### config.mk
export PLATFORM = sky130hd
export DESIGN_NAME = od_line_receiver
export DESIGN_NICKNAME = d
export VERILOG_FILES = /design/src/rtl/od_line_receiver.sv
export SDC_FILE = /design/constraint.sdc
export NUM_CORES = 1
export LEC_CHECK = 0
export CAP_MARGIN = 10
export CORE_ASPECT_RATIO = 1.5
export CORE_MARGIN = 8
export CORE_UTILIZATION = 44
export DETAILED_ROUTE_END_ITERATION = 16
export PLACE_DENSITY_LB_ADDON = 0.2
export SYNTH_ARGS = -nofsm -noshare
export SYNTH_HDL_FRONTEND = slang
export SYNTH_SLANG_ARGS = --single-unit
### constraint.sdc
create_clock -name clk -period 2.84 [get_ports clk]
set_clock_uncertainty 0.2 [all_clocks]
set_input_delay 0.568 -clock clk [delete_from_list [all_inputs] [get_ports clk]]
set_output_delay 0.568 -clock clk [all_outputs]
set_load 0.005 [all_outputs]
### src/rtl/od_line_receiver.sv
// Open-drain single-wire bus receiver: sync, deglitch, pulse-width decode,
// LSB-first byte assembly and valid/ready delivery.
module od_line_receiver #(
    parameter int SYNC_STAGES = 2,
    parameter int FILTER      = 3,
    parameter int SHORT_MAX   = 15,
    parameter int LONG_MAX    = 60
) (
    input  logic       clk,
    input  logic       rst_n,
    input  logic       bus_in,
    output logic [7:0] data_out,
    output logic       data_valid,
    input  logic       data_ready,
    output logic       bus_reset,
    output logic       overrun,
    input  logic       clr_err,
    output logic       busy
);

    localparam int LW = $clog2(LONG_MAX + 2);
    localparam int FW = (FILTER > 1) ? $clog2(FILTER) : 1;
    localparam logic [LW-1:0] LSAT  = LW'(LONG_MAX + 1);
    localparam logic [LW-1:0] LMAX  = LW'(LONG_MAX);
    localparam logic [LW-1:0] SMAX  = LW'(SHORT_MAX);
    localparam logic [FW-1:0] FLAST = FW'(FILTER - 1);

    typedef enum logic {IDLE, MEAS} state_t;

    state_t           state;
    state_t           state_n;
    logic             line;
    logic [SYNC_STAGES-1:0] sync;
    logic             s;
    logic             filt;
    logic [FW-1:0]    cnt;
    logic [LW-1:0]    low_cnt;
    logic [LW-1:0]    low_n;
    logic             decode;
    logic [2:0]       bcnt;
    logic [7:0]       shreg;
    logic [7:0]       new_byte;
    logic             bit_val;
    logic             is_long;
    logic             shift_en;
    logic             long_rst;
    logic             done;
    logic             load;
    logic             drop;

    // Anything other than a driven 0 (1, z, x) is the pulled-up level.
    assign line = (bus_in === 1'b0) ? 1'b0 : 1'b1;
    assign s    = sync[SYNC_STAGES-1];

    always_ff @(posedge clk or negedge rst_n) begin
        if (!rst_n) begin
            sync <= '1;
        end else if (SYNC_STAGES > 1) begin
            sync <= {sync[SYNC_STAGES-2:0], line};
        end else begin
            sync <= line;
        end
    end

    always_ff @(posedge clk or negedge rst_n) begin
        if (!rst_n) begin
            filt <= 1'b1;
            cnt  <= '0;
        end else if (s == filt) begin
            cnt <= '0;
        end else if (cnt == FLAST) begin
            filt <= s;
            cnt  <= '0;
        end else begin
            cnt <= cnt + 1'b1;
        end
    end

    always_comb begin
        state_n = state;
        low_n   = low_cnt;
        decode  = 1'b0;
        unique case (state)
            IDLE: begin
                if (!filt) begin
                    state_n = MEAS;
                    low_n   = LW'(1);
                end
            end
            MEAS: begin
                if (!filt) begin
                    if (low_cnt != LSAT) low_n = low_cnt + 1'b1;
                end else begin
                    state_n = IDLE;
                    decode  = 1'b1;
                end
            end
        endcase
    end

    assign is_long  = low_cnt > LMAX;
    assign bit_val  = low_cnt <= SMAX;
    assign shift_en = decode && !is_long;
    assign long_rst = decode && is_long;
    assign new_byte = {bit_val, shreg[7:1]};
    assign done     = shift_en && (bcnt == 3'd7);
    assign load     = done && (!data_valid || data_ready);
    assign drop     = done && data_valid && !data_ready;

    always_ff @(posedge clk or negedge rst_n) begin
        if (!rst_n) begin
            state   <= IDLE;
            low_cnt <= '0;
        end else begin
            state   <= state_n;
            low_cnt <= low_n;
        end
    end

    // Bit counter wraps 7->0 on completion; an over-long low drops the partial byte.
    always_ff @(posedge clk or negedge rst_n) begin
        if (!rst_n) begin
            bcnt      <= '0;
            shreg     <= '0;
            bus_reset <= 1'b0;
        end else begin
            bus_reset <= long_rst;
            if (long_rst) begin
                bcnt <= '0;
            end else if (shift_en) begin
                bcnt  <= bcnt + 1'b1;
                shreg <= new_byte;
            end
        end
    end

    always_ff @(posedge clk or negedge rst_n) begin
        if (!rst_n) begin
            data_out   <= '0;
            data_valid <= 1'b0;
            overrun    <= 1'b0;
        end else begin
            if (load) begin
                data_out   <= new_byte;
                data_valid <= 1'b1;
            end else if (data_valid && data_ready) begin
                data_valid <= 1'b0;
            end
            if (drop) overrun <= 1'b1;
            else if (clr_err) overrun <= 1'b0;
        end
    end

    assign busy = (state == MEAS) || (bcnt != 3'd0);

endmodule

Yosys cells after proc, flatten, opt, wreduce, memory -nomap -nowiden

Index checks and enable logic that the tools add are counted.

Mux-type cells: 16
Eq/ne operators: 8
Reduce and logical (&&, ||, !) cells: 19
Bitwise operators: 3
Add/subtract/negate cells: 3
Order comparisons: 2

Operators by type and width:

| operator              | count |
|---|---|
| $mux W6               | 3 |
| $pmux W6 S2           | 1 |
| $mux W1               | 8 |
| $logic_and A1 B1 Y1   | 7 |
| $add A6 B1 Y6 const B | 1 |
| $gt A6 B6 Y1 const B  | 1 |
| $le A6 B4 Y1 const B  | 1 |
| $mux W3               | 2 |
| $ne A6 B6 Y1 const B  | 1 |
| $reduce_bool A2 Y1    | 3 |
| $mux W2               | 2 |
| $ne A2 B2 Y1 const B  | 2 |
| $reduce_and A2 Y1     | 2 |
| $add A3 B1 Y3 const B | 1 |
| $eq A3 B3 Y1 const B  | 1 |
| $logic_not A1 Y1      | 3 |
| $not A1 Y1            | 3 |
| $reduce_and A3 Y1     | 1 |
| $reduce_bool A3 Y1    | 1 |
| $add A2 B1 Y2 const B | 1 |
| $eq A2 B2 Y1 const B  | 1 |
| $logic_or A1 B1 Y1    | 2 |
| $ne A2 B1 Y1 const B  | 1 |
| $eq A1 B1 Y1          | 1 |
| $eqx A1 B1 Y1 const B | 1 |

Register bits after elaboration: 34
Word-level logic and storage cells: 62
Input port bits: 5
Output and inout bits: 12

Depth between registers and ports, before layout

Depth in word-level cells: 7
Gate-level depth with buffers: 5
Depth with buffers taken out: 5

Least setup slack after synthesis

No wires, ideal clock.

Kind: reg2reg
Start: register low_cnt[0]
End: register shreg[1]
Arrival: 1.498 ns
Period minus slack after synthesis: 1.823 ns
Setup time: 0.125 ns
Data required time: 2.515 ns
Buffers on the path: 1
Cell stages (with the launch flop): 6
Setup slack: 1.017 ns
Cells stage by stage: dfrtp_1 > inv_1 > ha_1 > clkbuf_1 > o21ai_2 > mux2_2

Cells in the longest elaborated chain, start to end: 4
Elaborated cells on any way between the ends: 6
Classes of those cells: order compare: 1; bitwise: 1; reduce/logical: 4

RTL lines:

| what                                                    | RTL line | RTL |
|---|---|---|
| start: declaration                                      | 37       | `logic [LW-1:0] low_cnt;` |
| start signal: assignment                                | 116      | `low_cnt <= low_n;` |
| $gt A6 B6 Y1 *                                          | 101      | `assign is_long = low_cnt > LMAX;` |
| $logic_not A1 Y1 or $logic_and A1 B1 Y1 (tied branches) | 103, 104 |  |
| $logic_and A1 B1 Y1 or $not A1 Y1 (tied branches)       | n/a      |  |
| $reduce_and A2 Y1 (no line) *                           | n/a      |  |
| end signal: assignment                                  | 132      | `shreg <= new_byte;` |
| end: declaration                                        | 41       | `logic [7:0] shreg;` |

Mark *: on every way between the ends. The rest lies on a longest branch, timed or not.
A chain may end at the register's enable or synchronous reset.

Worst setup path after layout

Start: register state
End: output port busy

Cells in the longest elaborated chain, start to end: 1

RTL lines:

| what                     | RTL line | RTL |
|---|---|---|
| start: declaration       | 30       | `state_t state;` |
| start signal: assignment | 115      | `state <= state_n;` |
| $logic_or A1 B1 Y1       | 154      | `assign busy = (state == MEAS) \|\| (bcnt != 3'd0);` |
| end: declaration         | 18       | `output logic busy` |

No other way between the ends.

==> results.txt <==
CTS placed an instance of sky130_fd_sc_hd__clkbuf_8 at the clock tree root. TritonCTS built the clock tree. The final setup TNS came out at 0 ns.

The data required time of the critical path is a little over 2 ns. During synthesis, Yosys emitted a total of 0 warnings. Port buffering added 16 buffers. Once detail routing completed, the nets flagged for antenna violations numbered 0. The number of clock sinks seen by CTS came out at 33. The worst setup path is launched from a register. The synthesis-to-layout area growth is 22.24%. The fraction of the cycle the final worst path needs is 0.7959.

The number of standard cells after synthesis came out at 110. The count of routing violations after the opening detailed-route iteration is 20. The number of antenna violations at the first check in global routing is 0. Dividing total power by cell area gives a power density of approximately 1000 mW/mm^2.

The number of endpoints failing setup at the final stage came out at 0. The signal arrival time at the worst endpoint came out at ~1.5 ns. Counting distinct cell types in the post-synthesis netlist gives 27. In the post-synthesis netlist, the biggest area contributors are sky130_fd_sc_hd__dfrtp_1 (52%), sky130_fd_sc_hd__mux2_2 (14%), sky130_fd_sc_hd__dfstp_2 (5.5%). The weighted congestion reported at the end of routability-driven placement is about 0.79. The I/O pin count came out at 17. After detailed routing, the total wire length is about 2500 um. Counting every net in the synthesized netlist gives approximately 120. The post-placement setup slack is roughly 0.75 ns. 0 antenna diodes ended up in the layout. The overall die height is 86.07 um. The detailed placement HPWL came out at approximately 1800 um. The worst path needs 2.260 ns of the cycle, external delays included. The critical path ends at busy. The total count of max-transition violations in the final report came out at 0. The die outline area came out at approximately 0.0054 sq mm. The remaining design rule violation count is 0.

The number of vias after detailed routing is ~900. The share of the yosys chip area belonging to registers came out at 0.5760. Counting the buffers created by CTS gives 5. The count of cells along the worst register-to-register path is 4.

The initialized floorplan defines 25 standard-cell rows. The fraction of final layout cells with drive strength greater than 1 is 0.2576. Clock-pin slew was measured on the worst setup and hold paths at ~0.07 ns. The proportion of netlist area held by the largest area contributor came out at 0.5213. The worst-margin pin slew is 0.4574 ns. The capturing point of the worst reg2reg path is shreg[6].

The via count of the first global-routing pass is roughly 940. The most frequently used cell type in the post-synthesis netlist is sky130_fd_sc_hd__dfrtp_1. Counting flops with a built-in enable in the synthesized netlist gives 0. The global route total overflow is 0. Excluding fillers, the count of instances in the completed layout stands at around 170. The maximum buffer depth of the clock tree came out at 2.

The post-cts sizing count is 0. The core region is around 0.0031 sq mm. After synthesis, the share of flip-flops with an asynchronous set or reset is 1.000. The standby leakage power came out at 0.0007736 uW. The critical path capture point type is a primary output. The worst-case vdd ir drop came out at 580.6 uV.

The horizontal die dimension is 62.71 um. The most used flip-flop cell after synthesis is sky130_fd_sc_hd__dfrtp_1. The H-tree was split into 2 levels. The most critical setup path has its startpoint at state. The clock network latency to the later pin of the worst-skew pair came out at 0.28 ns. The largest total area in the synthesized netlist belongs to sky130_fd_sc_hd__dfrtp_1. The maximum fanout encountered on the critical timing path came out at 10.

The number of nets in the layout is 142. In this run the post-CTS setup repair buffer count came out at 0. Setup repair after global routing left no endpoint under its margin. The run finished with clean final reports. The maximum clock frequency came out at ~0.44 GHz.

Across every metal layer, demand over resource in global routing totals 0.1016. The worst max-slew margin expressed relative to the limit is 0.6950. The wire length of the first global-routing pass is ~4300 um. The category of the critical setup timing path is reg2out. The number of failing hold endpoints at the final stage is 0. In this run the worst hold path is classified as reg2reg. After synthesis the cells add up to 0.001440 sq mm. For this configuration, the core starts out at a cell density of 0.4604. After clock tree synthesis, the flow added hold-fix buffers numbering 0. The number of detailed-route iterations in the first pass came out at 4. The worst flop-to-flop path startpoint is low_cnt[0]. The post-detailed-route via-to-cell ratio came out at about 5.2. The synthesized area per cell came out at between 10 and 15 sq um. By count the netlist is led by sky130_fd_sc_hd__dfrtp_1 (30), sky130_fd_sc_hd__mux2_2 (18), sky130_fd_sc_hd__nand2_1 (8), sky130_fd_sc_hd__inv_1 (7), sky130_fd_sc_hd__ha_1 (6). The largest net degree at the start of global routing came out at 34. In the final routed layout, each cell accounts on average for about 14 um.

Across all register-to-register paths, the minimum setup slack is 0.86 ns. The setup slack of the critical path after layout is 0.5797 ns. The max capacitance violation total came out at 0. The number of instances in the placed design is 164. The total of flip-flops plus latches after synthesis is 33.
## cells by family (layout without fill, tap and decap cells)
family,Yosys count,after routing,synth area share
flops,33,33,0.5760
simple gates,22,22,0.08253
mux,20,20,0.1546
compound gates,18,18,0.1008
buf+inv,10,32,0.02780
fa+ha+maj,6,6,0.05213
xor+xnor,1,1,0.006083
## state kept, by name (all words and copies together), names as in the netlist
| register | flops |
|---|---|
| bcnt | 3 |
| bus_reset | 1 |
| cnt | 2 |
| data_out | 8 |
| data_valid | 1 |
| filt | 1 |
| low_cnt | 6 |
| overrun | 1 |
| shreg | 7 |
| state | 1 |
| sync | 2 |
## report_power, final
group	internal (uW)	switching, uW
registers	628	153
logic	294	234
clock network	286	158
total	1210	546
## cell type report
class                           instances  area [sq um]
Clock buffer                            7         86.33
Clock inverter                          1         30.03
Fill cell                             265          1368
Inverter                                7         26.28
Multi-Input combinational cell         67         570.5
Sequential cell                        33         829.5
Tap cell                               40         50.05
Timing Repair Buffer                   17         167.7
## worst max-delay path, cell delays in order (launching register included)
cell                              delay, ns
sky130_fd_sc_hd__dfrtp_1               0.54
sky130_fd_sc_hd__nor2_1                0.10
sky130_fd_sc_hd__nand2_1               0.08
sky130_fd_sc_hd__clkdlybuf4s50_1       0.49
## through the flow
step | cell area (sq um) | total power [uW] | utilization | hold WS [ns]
after floorplan | 1440 | 1127 | - | 0.07241
after global placement | 1644 | 1300 | 0.5256 | 0.1464
after detailed placement | 1644 | 1330 | 0.5256 | 0.1479
after CTS | 1760 | 1782 | 0.5628 | 0.1559
after global routing | 1760 | 1879 | 0.5628 | 0.1597
final | 1760 | 1754 | 0.5628 | 0.1528
## per-layer routing
| metal | track usage | vias to the layer above | part of all wire |
|---|---|---|---|
| li1 | - | 426 | - |
| met1 | 0.1040 | 444 | 0.41 |
| met2 | 0.1692 | 14 | 0.52 |
| met3 | 0.04563 | 5 | 0.050 |
| met4 | 0.05625 | 0 | 0.022 |
| met5 | 0 | - | 0 |
## worst min path at each step
| stage | startpoint | end | slack (ns) | depth (start not counted) |
|---|---|---|---|---|
| floorplan | rst_n | bcnt[0] | 0.07 | 0 |
| global placement | sync[0] | sync[1] | 0.15 | 0 |
| detailed placement | sync[0] | sync[1] | 0.15 | 0 |
| CTS | sync[0] | sync[1] | 0.16 | 0 |
| global route | sync[0] | sync[1] | 0.16 | 0 |
| finish | sync[0] | sync[1] | 0.15 | 0 |
## cells in the final DEF (no fill, tap or decap), types with 2 or more instances in the layout
master | netlist | layout
sky130_fd_sc_hd__mux2_2 | 18 | 18
sky130_fd_sc_hd__a21oi_1 | 2 | 2
sky130_fd_sc_hd__nor2_1 | 4 | 4
sky130_fd_sc_hd__o21ai_2 | 2 | 2
sky130_fd_sc_hd__clkdlybuf4s50_1 | 0 | 16
sky130_fd_sc_hd__o21ai_0 | 4 | 4
sky130_fd_sc_hd__ha_1 | 6 | 6
sky130_fd_sc_hd__dfstp_2 | 3 | 3
sky130_fd_sc_hd__clkbuf_8 | 0 | 6
sky130_fd_sc_hd__nor3_1 | 3 | 3
sky130_fd_sc_hd__dfrtp_1 | 30 | 30
sky130_fd_sc_hd__mux2i_1 | 2 | 2
sky130_fd_sc_hd__nand3_1 | 2 | 2
sky130_fd_sc_hd__nand2_1 | 8 | 8
sky130_fd_sc_hd__o211ai_1 | 2 | 2
sky130_fd_sc_hd__nand2b_1 | 2 | 2
sky130_fd_sc_hd__inv_1 | 7 | 7
sky130_fd_sc_hd__a22o_1 | 3 | 3
No activity file was read; power rests on OpenSTA's default activity.
